$ cat src/rtl/adder_pkg.sv
// Shared definitions for the pipelined adder: slice sizing and internal flag positions.
// Pure declarations; no logic, no latency.
// Not applicable (no handshake).
package adder_pkg;

  // Bit positions of the flags when they are gathered into one vector
  localparam int FLAG_CARRY = 0;
  localparam int FLAG_OVF   = 1;
  localparam int FLAG_ZERO  = 2;
  localparam int FLAG_W     = 3;

  // Width of one carry-chained slice; DATA_WIDTH must be a multiple of STAGES
  function automatic int slice_width(input int data_width, input int stages);
    return data_width / stages;
  endfunction

endpackage

$ cat src/rtl/adder_slice.sv
// One SW-bit slice of the carry chain: sum, carry-out, slice-is-zero and result MSB.
// Purely combinational, zero latency.
// No handshake; the enclosing stage register decides when results are captured.
module adder_slice #(
  parameter int SW = 8
) (
  input  logic [SW-1:0] a_i,
  input  logic [SW-1:0] b_i,
  input  logic          cin_i,
  output logic [SW-1:0] sum_o,
  output logic          cout_o,
  output logic          zero_o,
  output logic          msb_o
);

  logic [SW:0] full;

  assign full   = {1'b0, a_i} + {1'b0, b_i} + {{SW{1'b0}}, cin_i};
  assign sum_o  = full[SW-1:0];
  assign cout_o = full[SW];
  assign zero_o = (full[SW-1:0] == '0);
  assign msb_o  = full[SW-1];

endmodule

$ cat src/rtl/pipe_adder.sv
// Pipelined add/subtract: STAGES carry-chained slices, one slice resolved per stage.
// Latency STAGES cycles from the accepting edge; one bundle per cycle when unstalled.
// Global stall: whole pipe holds while the output is valid and not taken (ready_out = !valid_out | ready_in).
// Optional flags (carry/overflow/zero) are built only when PIPE_ADDER_FLAGS_EN is defined.
module pipe_adder
  import adder_pkg::*;
#(
  parameter int DATA_WIDTH = 32,
  parameter int STAGES     = 4
) (
  input  logic                  clock_in,
  input  logic                  reset_in,
  input  logic                  valid_in,
  output logic                  ready_out,
  input  logic [DATA_WIDTH-1:0] a_operand_in,
  input  logic [DATA_WIDTH-1:0] b_operand_in,
  input  logic                  sub_in,
  input  logic                  carry_in,
  output logic                  valid_out,
  input  logic                  ready_in,
  output logic [DATA_WIDTH-1:0] add_result_out,
  output logic                  carry_out,
  output logic                  overflow_out,
  output logic                  zero_out
);

  localparam int SW   = slice_width(DATA_WIDTH, STAGES);
  localparam int LAST = STAGES - 1;
  localparam int MSB  = DATA_WIDTH - 1;

  logic                  en;
  logic [DATA_WIDTH-1:0] b_eff;

  // Stage registers; operand copies carry the not-yet-consumed upper slices forward
  logic [STAGES-1:0]     vld_q, cy_q;
  logic [DATA_WIDTH-1:0] a_q   [STAGES];
  logic [DATA_WIDTH-1:0] b_q   [STAGES];
  logic [DATA_WIDTH-1:0] res_q [STAGES];

  // Next-state of each stage, built from the previous stage (or the inputs)
  logic [STAGES-1:0]     vld_d, cy_d, cin_w, zero_w, msb_w;
  logic [DATA_WIDTH-1:0] a_d      [STAGES];
  logic [DATA_WIDTH-1:0] b_d      [STAGES];
  logic [DATA_WIDTH-1:0] res_in_w [STAGES];
  logic [DATA_WIDTH-1:0] res_d    [STAGES];
  logic [SW-1:0]         sum_w    [STAGES];

  assign b_eff     = b_operand_in ^ {DATA_WIDTH{sub_in}};
  assign en        = !vld_q[LAST] || ready_in;
  assign ready_out = en;

`ifdef PIPE_ADDER_FLAGS_EN
  logic [STAGES-1:0] zacc_d, zacc_q;
  logic              ovf_d, ovf_q;
`endif

  for (genvar k = 0; k < STAGES; k++) begin : g_stage
    if (k == 0) begin : g_head
      assign vld_d[k]    = valid_in;
      assign a_d[k]      = a_operand_in;
      assign b_d[k]      = b_eff;
      assign cin_w[k]    = sub_in | carry_in;
      assign res_in_w[k] = '0;
`ifdef PIPE_ADDER_FLAGS_EN
      assign zacc_d[k]   = zero_w[k];
`endif
    end else begin : g_tail
      assign vld_d[k]    = vld_q[k-1];
      assign a_d[k]      = a_q[k-1];
      assign b_d[k]      = b_q[k-1];
      assign cin_w[k]    = cy_q[k-1];
      assign res_in_w[k] = res_q[k-1];
`ifdef PIPE_ADDER_FLAGS_EN
      assign zacc_d[k]   = zero_w[k] & zacc_q[k-1];
`endif
    end

    adder_slice #(.SW(SW)) u_slice (
      .a_i    (a_d[k][k*SW +: SW]),
      .b_i    (b_d[k][k*SW +: SW]),
      .cin_i  (cin_w[k]),
      .sum_o  (sum_w[k]),
      .cout_o (cy_d[k]),
      .zero_o (zero_w[k]),
      .msb_o  (msb_w[k])
    );

    // Slices above k are still zero in res_in, so OR-ing the new slice in is enough
    assign res_d[k] = res_in_w[k] | (DATA_WIDTH'(sum_w[k]) << (k*SW));
  end

  // All stages shift together when enabled, hold otherwise; reset flushes everything
  always_ff @(posedge clock_in) begin
    if (reset_in) begin
      vld_q <= '0;
      cy_q  <= '0;
      for (int k = 0; k < STAGES; k++) begin
        a_q[k]   <= '0;
        b_q[k]   <= '0;
        res_q[k] <= '0;
      end
    end else if (en) begin
      vld_q <= vld_d;
      cy_q  <= cy_d;
      for (int k = 0; k < STAGES; k++) begin
        a_q[k]   <= a_d[k];
        b_q[k]   <= b_d[k];
        res_q[k] <= res_d[k];
      end
    end
  end

  assign valid_out      = vld_q[LAST];
  assign add_result_out = res_q[LAST];

`ifdef PIPE_ADDER_FLAGS_EN
  logic [FLAG_W-1:0] flags;
  logic              unused_bits;

  // Operand MSBs live in the top slice, so overflow is resolved in the last stage only
  assign ovf_d = (a_d[LAST][MSB] == b_d[LAST][MSB]) && (msb_w[LAST] != a_d[LAST][MSB]);

  // Flag registers follow the same enable/reset as the data path
  always_ff @(posedge clock_in) begin
    if (reset_in) begin
      zacc_q <= '0;
      ovf_q  <= 1'b0;
    end else if (en) begin
      zacc_q <= zacc_d;
      ovf_q  <= ovf_d;
    end
  end

  assign flags[FLAG_CARRY] = cy_q[LAST];
  assign flags[FLAG_OVF]   = ovf_q;
  assign flags[FLAG_ZERO]  = zacc_q[LAST];
  assign carry_out         = flags[FLAG_CARRY];
  assign overflow_out      = flags[FLAG_OVF];
  assign zero_out          = flags[FLAG_ZERO];

  // Last-stage operand copies and lower-slice MSBs have no consumer
  assign unused_bits = ^{a_q[LAST], b_q[LAST], msb_w};
`else
  logic unused_bits;

  assign carry_out    = 1'b0;
  assign overflow_out = 1'b0;
  assign zero_out     = 1'b0;

  // Flag-only signals are left dangling and trimmed away
  assign unused_bits = ^{a_q[LAST], b_q[LAST], msb_w, zero_w, cy_q[LAST]};
`endif

endmodule

$ cat config.mk
export PLATFORM = sky130hd
export DESIGN_NAME = pipe_adder
export DESIGN_NICKNAME = d
export VERILOG_FILES = /design/src/rtl/adder_pkg.sv /design/src/rtl/adder_slice.sv /design/src/rtl/pipe_adder.sv
export SDC_FILE = /design/constraint.sdc
export NUM_CORES = 1
export LEC_CHECK = 0
export BUFFER_PORTS_ARGS = -buffer_cell sky130_fd_sc_hd__clkbuf_2
export CELL_PAD_IN_SITES_DETAIL_PLACEMENT = 1
export CELL_PAD_IN_SITES_GLOBAL_PLACEMENT = 2
export CORE_ASPECT_RATIO = 0.7
export CORE_UTILIZATION = 41
export DETAILED_ROUTE_END_ITERATION = 12
export GPL_TIMING_DRIVEN = 0
export PLACE_DENSITY_LB_ADDON = 0.25
export SYNTH_ARGS = -nofsm -noshare
export SYNTH_HDL_FRONTEND = slang
export SYNTH_HIERARCHICAL = 1
export SYNTH_SLANG_ARGS = --single-unit
$ cat constraint.sdc
create_clock -name clock_in -period 7.1 [get_ports clock_in]
set_clock_uncertainty 0.1 [all_clocks]
set_input_delay 1.42 -clock clock_in [delete_from_list [all_inputs] [get_ports clock_in]]
set_output_delay 1.42 -clock clock_in [all_outputs]
set_load 0.02 [all_outputs]
# Word-level counts from Yosys, hierarchy flattened
# Memories as Yosys holds them, arrays and structs flattened.
# Cells that the tools add are included.
# Widths: inputs -> output; s select.
# word_totals
mem_bits_rw,384
register_bits,7
out_inout_bits,37
memories,3
wordCells,49
in_bits,70
# mem_list
name,words,width,rd,rd_clocked_by_memory_dff,wr,line_no,source
a_q,4,32,3,0,4,pipe_adder.sv:36,logic [DATA_WIDTH-1:0] a_q [STAGES];
b_q,4,32,3,0,4,pipe_adder.sv:37,logic [DATA_WIDTH-1:0] b_q [STAGES];
res_q,4,32,4,0,4,pipe_adder.sv:38,logic [DATA_WIDTH-1:0] res_q [STAGES];
# op_classes
n_bitwise,17
reduce_logical,2
n_addsub,8
mux,17
# ops
operator,count
$mux 32,12
$or 32x16->32,1
$or 32x24->32,1
$or 32x32->32,1
$xor 32x32->32,1
$add 8x8->9,3
$add 9x1->9,3
$or 1x1->1,13
$add 8x1->8,1
$add 8x8->8,1
$mux 1,5
$logic_not 1->1,1
$logic_or 1x1->1,1

# Depth between registers and ports, before layout
# Gate-level depths: netlist of the first run.
# depth
ltp_word,6
ltp_mapped,14
mapped_depth_nobuf,12

# Modules after synthesis
# Netlist of the first run, hierarchy kept.
# modules_own_cells
module,cells_per_inst,seq_area_each_um2,area_each_um2,instances
pipe_adder,462,5425.2,7561.0,1
adder_slice at g_stage[2].u_slice ...,48,0.0,377.9,2
adder_slice at g_stage[1].u_slice,48,0.0,371.6,1
adder_slice at g_stage[0].u_slice,48,0.0,370.4,1

# Worst setup path before layout of the first run
# No wires, ideal clock.
# synth_timing
path_type,input to register
from,input reset_in
to,memory a_q[0][10] (enable)
slack_ps,456
t_arrival_ps,5977
required_ps,6432
path_stages,3
cell_sequence,buf_6 buf_4 nand2b_1
# synth_rtl
item,line_no,source
start: declaration,pipe_adder.sv:12,"input logic reset_in,"
end: declaration,pipe_adder.sv:36,

# Final worst setup path of the first run
# layout_timing
from,input ready_in
to,output ready_out
# layout_via
elab_chain_len,1
# layout_lines
item,line_no,source
start: declaration,pipe_adder.sv:20,"input logic ready_in,"
$logic_or 1x1->1,pipe_adder.sv:49,assign en = !vld_q[LAST] || ready_in;
end: declaration,pipe_adder.sv:14,"output logic ready_out,"
# Every way passes these cells.

==> reports/qor.csv, run 1 <==
stage,metric,value,unit
run_status,status,"finished, final reports clean",
final_layout,fillerInstances,2149,
clock_tree,cts_tree,built,
critical_path,cp-start-kind,input port,
clock_tree,clock-sinks,183,
pwr,switchingPower,0.6246,mW
routing,drt-total-wl,21020,um
pwr,power_frac_clock,0.380,
final_layout,instances_no_fill,1053,
placement,place_ws,3043,ps
global_routing,gr-total-overflow,0,
critical_path,path_depth,5,
placement,dp.final_hpwl,14820,um
pwr,pwr-share-seq,0.505,
critical_path,cp_slowest_stage_delay,190,ps
critical_path,worstSetupPathType,in2out,
pwr,ir_drop,0.0001812,V
clock_tree,cts_hold_buf,0,
final_layout,ff_latch_area,0.005425,sq mm
routing,drc,0,
sta,max_clock_freq,271.6,MHz
synthesis,postSynthCellCount,640,
clock_tree,root_buffer,clkbuf_16,
routing,drt_iter0_markers,431,
critical_path,cp_slowest_cell,buf_6,
clock_tree,path_clk_slew,70,ps
critical_path,cp_cell_sequence,clkbuf_2 > nor2b_4 > buf_6 > inv_2 > clkbuf_2,
final_layout,nets,870,
sta,hold_viol,0,
placement,gp_congestion,0.8182,
routing,dr.pass1.iters,5,
critical_path,cp_common_cell,clkbuf_2,
min_path,hold_path.class,reg2reg,
global_routing,grt_start_max_net_pins,67,
routing,vias_per_cell,5.223,
synthesis,syn_area,0.008944,sq mm
floorplanning,rows,44,
global_routing,grt_pass1_wl,33300,um
min_path,hold_depth,2,
floorplanning,coreArea,0.02103,sq mm
sta,setup_viol,0,
clock_tree,cts_buffer_depth,2,
floorplanning,die_w,178.5,um
routing,ant_nets,0,
global_routing,grt_pass1_vias,5909,
critical_path,crit_buf_inv,4,
critical_path,critPathMaxFanout,10,
routing,wl_per_cell,19.96,um
pwr,switching_share,0.2445,
sta,final-max-slew-violation-count,0,
routing,vias,5500,
pwr,pwr-share-comb,0.115,
clock_tree,cts_resized,0,
final_layout,drive_gt1_frac,0.2625,
final_layout,antenna_cells,0,
pwr,total_power,2.554,mW
clock_tree,post_cts.repair.setup_buffers,0,
synthesis,ys.warnings.count,6,
sta,whs,383.8,ps
pwr,leakage,4.414,nW
sta,layout_setup_ws,3417,ps
critical_path,crit_path_end_kind,output port,
floorplanning,start_util,0.4253,
floorplanning,die-area,0.02242,sq mm
sta,max_slew_margin,0.5065,
critical_path,rr_worst_depth,9,
sta,rsz0062_at_grt,no,
sta,worst_pin_slew,740.3,ps
sta,period_needed,3683,ps
floorplanning,die_y,125.6,um
final_layout,multiInputGateArea,0.002992,sq mm
floorplanning,pin_count,107,
synthesis,syn_avg_cell_area,13.97,sq um
final_layout,design_area,0.01046,sq mm
placement,placed_area,0.009864,sq mm
sta,fin_crit_sh,0.5187,
clock_tree,clock_latency,440,ps
critical_path,arrival,2160,ps
final_layout,syn_to_final_growth,16.94,%
run,max_cap_viol_count,0,
critical_path,critPathRequiredTime,5580,ps
placement,numPortBuffers,101,
clock_tree,cts_max_level,4,
global_routing,antenna_found_initial,2,
clock_tree,cts_buffers,17,
global_routing,grt_use_total,0.2018,
pwr,p_int,1.930,mW
pwr,power_density,244.2,mW/mm^2
critical_path,cp_top_family,buffers and inverters,
placement,dp.cells,1021,
## stage by stage
step | utilization | TNS, ps
2_1_floorplan | - | 0
6_report | 0.4973 | 0
3_5_place_dp | 0.4691 | 0
3_3_place_gp | 0.4661 | -218900
4_1_cts | 0.4973 | 0
5_1_grt | 0.4973 | 0
## registers in the layout, summed over array words and instances (netlist names)
register  count
res_q        80
cy_q          3
a_q          48
b_q          48
vld_q         4
## power groups by stage
stage,Combinational (mW),Sequential [mW],Clock [mW]
3_5_place_dp,0.293,1.31,0
5_1_grt,0.323,1.30,1.02
2_1_floorplan,0.190,1.32,0
6_report,0.294,1.29,0.971
4_1_cts,0.296,1.29,0.984
3_3_place_gp,0.282,1.31,0
## cell usage in the layout, fill, tap and decap left out, types with 13 or more instances in the layout
cell type    n
nor3b_1    143
nor2_1      16
buf_2       13
inv_1       33
ha_1        28
xor2_1      16
edfxtp_1   176
nor3_1      28
xnor2_1     36
a21oi_1     13
clkbuf_16   17
buf_6       20
buf_4       14
clkbuf_2   101
## per-layer routing
layer / up-vias / share of wire / global-route usage
met5: - / 0 / 0
met4: 0 / 0.011 / 0.04885
met3: 18 / 0.042 / 0.03984
met2: 125 / 0.47 / 0.3194
met1: 2771 / 0.47 / 0.2847
li1: 2586 / - / -
## area by class of cell
type / instances / area share
Timing Repair Buffer: 103 / 0.05359
Multi-Input combinational cell: 373 / 0.2860
Inverter: 34 / 0.01220
Tap cell: 276 / 0.03302
Clock inverter: 15 / 0.01615
Buffer: 52 / 0.03960
Clock buffer: 17 / 0.04067
Sequential cell: 183 / 0.5187
## worst paths after layout
path         slack, ps               startpoint                         end
max reg2reg       4590  a_q[0][8]$_SDFFCE_PN0P_  res_q[1][14]$_SDFFCE_PN0P_
min reg2reg        380    vld_q[2]$_SDFFE_PP0P_       vld_q[3]$_SDFFE_PP0P_
min                380    vld_q[2]$_SDFFE_PP0P_       vld_q[3]$_SDFFE_PP0P_
max               3420                 ready_in                   ready_out
## worst reg2reg max path: stages (launching register included)
cell and delay (ps):
edfxtp_1 360, inv_1 90, fa_1 200, inv_1 60, fa_1 430, a21oi_1 270
o211ai_1 150, a21oi_1 260, xnor2_1 210, nor3b_1 220
(Power assumes the default switching activity.)
==> run 2: changes to the inputs <==
Clock period 7.1 ns to 3.4 ns, I/O delays scaled along.
==> run 2 against run 1 <==
Compared with the run above: critical path depth grew 9; sequential cell count stayed put; hold slack got worse by 26 ps; sequential share of layout area is essentially flat; first-iteration DRC count shrank 14%.
==> reports/qor.csv, run 2 (same netlist as run 1, synthesis figures left out) <==
stage,metric,value,unit
final_layout,top_regs,"res_q: 80 flops, a_q: 48 flops, b_q: 48 flops",
run,max_cap_viol_count,0,
placement,numPortBuffers,101,
routing,drt-total-wl,20780,um
sta,hold_viol,0,
sta,fin_crit_sh,0.8259,
critical_path,worstSetupPathType,in2reg,
run_status,status,"finished, final reports clean",
global_routing,grt_use_total,0.1969,
sta,fin_setup_tns,0,ps
global_routing,grt_pass1_wl,32430,um
critical_path,cp_slowest_cell,fa_1,
routing,drc,0,
clock_tree,clock-sinks,183,
floorplanning,die_y,125.6,um
floorplanning,die-area,0.02242,sq mm
clock_tree,cts_tree,built,
global_routing,grt_pass1_vias,5662,
clock_tree,post_cts.repair.setup_buffers,0,
floorplanning,die_w,178.5,um
sta,setup_viol,0,
floorplanning,start_util,0.4253,
sta,max_clock_freq,356.1,MHz
routing,dr.pass1.iters,5,
final_layout,utilization,0.4973,
sta,rsz0062_at_grt,no,
final_layout,syn_to_final_growth,16.93,%
final_layout,layout_common_cells,"176 x edfxtp_1, 143 x nor3b_1, 101 x clkbuf_2",
final_layout,largest_reg_flops,80,
pwr,power_density,508.2,mW/mm^2
floorplanning,pin_count,107,
final_layout,drive_gt1_frac,0.2613,
sta,final-max-slew-violation-count,0,
critical_path,critPathMaxFanout,10,
critical_path,critPathRequiredTime,3630,ps
final_layout,final_common_cell,edfxtp_1,
sta,max_slew_margin,0.4045,
clock_tree,cts_hold_buf,0,
clock_tree,root_buffer,clkbuf_16,
routing,ant_nets,0,
clock_tree,cts_resized,0,
global_routing,antenna_found_initial,0,
floorplanning,rows,44,
critical_path,cp_cell_sequence,buf_4 > buf_4 > or2_2 > inv_1 > fa_1 > inv_1 > fa_1 > a21oi_1 > o211ai_1 > a21oi_1 > o21bai_1 > a21o_1 > nand2b_1 > o21ai_1,
clock_tree,clock_latency,440,ps
critical_path,arrival,3040,ps
critical_path,cp-start-kind,input port,
routing,drt_iter0_markers,369,
pwr,leakage,4.405,nW
placement,gp_congestion,0.8128,
pwr,ir_drop,0.0003401,V
routing,wl_per_cell,19.73,um
global_routing,gr-total-overflow,0,
routing,vias_per_cell,5.154,
critical_path,crit_path_end_kind,register,
clock_tree,cts_max_level,4,
final_layout,top_register,res_q,
floorplanning,coreArea,0.02103,sq mm
sta,period_needed,2808,ps
routing,vias,5427,
min_path,hold_path.class,reg2reg,
final_layout,nets,870,
clock_tree,path_clk_slew,70,ps
placement,dp.final_hpwl,14720,um
critical_path,cp_slowest_stage_delay,410,ps
final_layout,antenna_cells,0,
sta,worst_pin_slew,893.3,ps
clock_tree,cts_buffer_depth,2,
global_routing,grt_start_max_net_pins,65,
clock_tree,cts_buffers,17,
## run 2: area by class of cell
class                           instances  area [sq um]
Clock buffer                           17         425.4
Multi-Input combinational cell        373          2992
Inverter                               34         127.6
Clock inverter                         15         167.7
Buffer                                 52         414.1
Sequential cell                       183          5425
Tap cell                              276         345.3
Fill cell                            2158         10570
Timing Repair Buffer                  103         560.5
## run 2: worst paths after layout
check	start	to	slack, ps	depth (start not counted)
setup / recovery	sub_in	cy_q[0]$_SDFFE_PP0P_	590	14
hold / removal	vld_q[2]$_SDFFE_PP0P_	vld_q[3]$_SDFFE_PP0P_	360	2
setup reg to reg	a_q[0][8]$_SDFFCE_PN0P_	res_q[1][14]$_SDFFCE_PN0P_	910	9
hold reg to reg	vld_q[2]$_SDFFE_PP0P_	vld_q[3]$_SDFFE_PP0P_	360	2
## run 2: through the flow
stage	cell area (sq um)	std cells	setup slack [ps]	power [mW]	hold slack, ps
floorplan	8959	642	420.7	3.142	320.5
global placement	9809	1019	89.72	3.323	331.2
detailed placement	9864	1021	117.1	3.349	349.3
CTS	10460	1053	573.1	5.359	354.3
global route	10460	1053	460.6	5.494	385.9
finish	10460	1053	592.0	5.315	358.1
## run 2: power by group
group / total, mW / internal (mW) / switching (mW) / leakage [nW]
combinational: 0.610 / 0.289 / 0.321 / 1.98
sequential: 2.69 / 2.64 / 0.0522 / 2.15
clock: 2.01 / 1.10 / 0.912 / 0.274
## run 2: worst max-delay path, delay by kind of cell
kind                     cells  cell delay [ps]
AND/OR/NAND/NOR              2              390
buffers and inverters        4              480
AO/OA/AOI/OAI                6              900
adder cells (fa/ha/maj)      2              590
## run 2: per-layer routing
metal	up-vias	share of wire	track usage	wire (um)
met5	-	0	0	0
met4	0	0.0097	0.04586	201
met3	11	0.058	0.04410	1205
met2	131	0.48	0.3032	9903
met1	2701	0.46	0.2827	9463
li1	2584	-	-	-
==> run 3: changes to the inputs <==
Settings changed: ABC_AREA set to 1, CORE_UTILIZATION 41 to 37.
Clock period 3.4 ns to 2.7 ns, I/O delays scaled along.
==> run 3 against run 2 <==
Compared with the run above: final area rose by 4.0%; critical path depth rose by 1; largest power group unchanged; setup slack got worse by 280 ps; area after synthesis rose by 3.3%; power rose by 27%.
==> reports/qor.csv, run 3 <==
stage,metric,value,unit
run_status,status,"finished, final reports clean",
floorplanning,rows,47,
run,max_cap_viol_count,0,
critical_path,critPathMaxFanout,10,
routing,vias_per_cell,4.229,
clock_tree,cts_buffer_depth,2,
floorplanning,die-area,0.02563,sq mm
sta,whs,264.8,ps
critical_path,crit_path_end_kind,register,
sta,worst_pin_slew,586.8,ps
routing,wl_per_cell,13.58,um
sta,period_needed,2384,ps
pwr,ir_drop,0.0003800,V
critical_path,critPathRequiredTime,2970,ps
global_routing,grt_use_total,0.1646,
final_layout,top_register,res_q,
final_layout,syn_to_final_growth,17.64,%
final_layout,drive_gt1_frac,0.1803,
clock_tree,clock_latency,430,ps
routing,vias,6107,
routing,dr.pass1.iters,4,
routing,ant_nets,0,
floorplanning,coreArea,0.02405,sq mm
sta,fin_crit_sh,0.8830,
global_routing,grt_pass1_vias,6132,
final_layout,layout_common_cells,"257 x inv_1, 191 x nor2_1, 182 x nand2_1",
final_layout,antenna_cells,0,
floorplanning,die_w,190.9,um
clock_tree,post_cts.repair.setup_buffers,0,
routing,drt-total-wl,19610,um
synthesis,syn_area,0.009243,sq mm
final_layout,fillerInstances,2783,
synthesis,ys.warnings.count,6,
final_layout,nets,1219,
clock_tree,cts_tree,built,
placement,dp.cells,1412,
sta,final-max-slew-violation-count,0,
sta,rsz0062_at_grt,no,
clock_tree,clock-sinks,183,
global_routing,antenna_found_initial,0,
clock_tree,cts_max_level,4,
final_layout,ff_latch_area,0.005426,sq mm
sta,hold_viol,0,
global_routing,grt_pass1_wl,31930,um
critical_path,cp-start-kind,input port,
global_routing,grt_start_max_net_pins,52,
clock_tree,cts_buffers,17,
global_routing,gr-total-overflow,0,
critical_path,arrival,2660,ps
placement,dp.final_hpwl,14860,um
floorplanning,start_util,0.3843,
clock_tree,root_buffer,clkbuf_16,
synthesis,postSynthCellCount,987,
final_layout,largest_reg_flops,80,
min_path,hold_path.class,in2reg,
critical_path,worstSetupPathType,in2reg,
placement,gp_congestion,0.8049,
sta,max_clock_freq,419.4,MHz
final_layout,final_common_cell,inv_1,
pwr,power_density,619.8,mW/mm^2
floorplanning,die_y,134.2,um
pwr,leakage,5.512,nW
routing,drt_iter0_markers,297,
final_layout,top_regs,"res_q: 80 flops, a_q: 48 flops, b_q: 48 flops",
clock_tree,path_clk_slew,60,ps
synthesis,syn_avg_cell_area,9.364,sq um
final_layout,instances_no_fill,1444,
sta,setup_viol,0,
routing,drc,0,
floorplanning,pin_count,107,
placement,numPortBuffers,102,
final_layout,multiInputGateArea,0.002566,sq mm
sta,max_slew_margin,0.6088,
-- run 3: cell types whose count changed in the layout (fill, tap and decap cells not counted), moves of 28 or more --
cell,change
nor3_1,-28
inv_1,+224
nor3b_1,-143
nor2_1,+175
nand2_1,+174
xnor2_1,-36
-- run 3: routing by layer --
layer  vias up  routed length [um]  GRT usage
met5         -                   0          0
met4         0                 318    0.06133
met3        21                 754    0.02957
met2       103                8230     0.2407
met1      2762               10300     0.2416
li1       3221                   -          -
-- run 3: where the power goes --
group          leakage [nW]  internal, mW  switching (mW)
Combinational          3.08         0.326           0.521
Clock                 0.285          1.39            1.13
Sequential             2.14          3.31          0.0606
Total                  5.51          5.03            1.71
-- run 3: repair_timing --
action | CTS | global route
setup endpoints to repair | 0 | 1
gates resized for setup | 0 | 2
hold buffers | 0 | 0
-- run 3: per-stage QoR --
| step | power (mW) | TNS [ps] | setup WS, ps | cell area (sq um) | utilization |
|---|---|---|---|---|---|
| finish | 6.739 | 0 | 315.9 | 10870 | 0.4521 |
| global route | 7.054 | 0 | 97.05 | 10870 | 0.4521 |
| CTS | 6.824 | 0 | 165.8 | 10870 | 0.4518 |
| detailed placement | 4.294 | -541.6 | -281.5 | 10280 | 0.4272 |
| global placement | 4.264 | -196700 | -1115 | 10190 | 0.4238 |
| floorplan | 4.014 | -11170 | -63.48 | 9285 | - |
-- run 3: critical path, cell delays in order --
cell and delay (ps):
buf_2 140, clkbuf_4 240, xor2_1 150, inv_1 70, fa_1 390, inv_1 120, fa_1 240, nand2_2 80
nand2_2 90, nand3_2 80, nand2_2 80, a21oi_1 70, o21bai_2 180, nand3_1 100, nand2_1 70
-- run 3: layout make-up --
class                      count  share of cell area
sequential                   183              0.4991
clock buffer                  18             0.03947
timing repair buffer         105             0.05455
inverter                     262             0.09240
multi-input combinational    510              0.2360
buffer                        34             0.02704
tap                          318             0.03659
clock inverter                14             0.01484
-- run 3: path summary, 6_finish.rpt --
check / slack (ps) / start / depth (start not counted) / end
setup / recovery: 320 / sub_in / 15 / cy_q[0]$_SDFFE_PP0P_
hold reg to reg: 370 / vld_q[2]$_SDFFE_PP0P_ / 2 / vld_q[3]$_SDFFE_PP0P_
hold / removal: 260 / valid_in / 3 / vld_q[0]$_SDFFE_PP0P_
setup reg to reg: 600 / a_q[0][48]$_SDFFCE_PN0P_ / 13 / res_q[2][22]$_SDFFCE_PN0P_
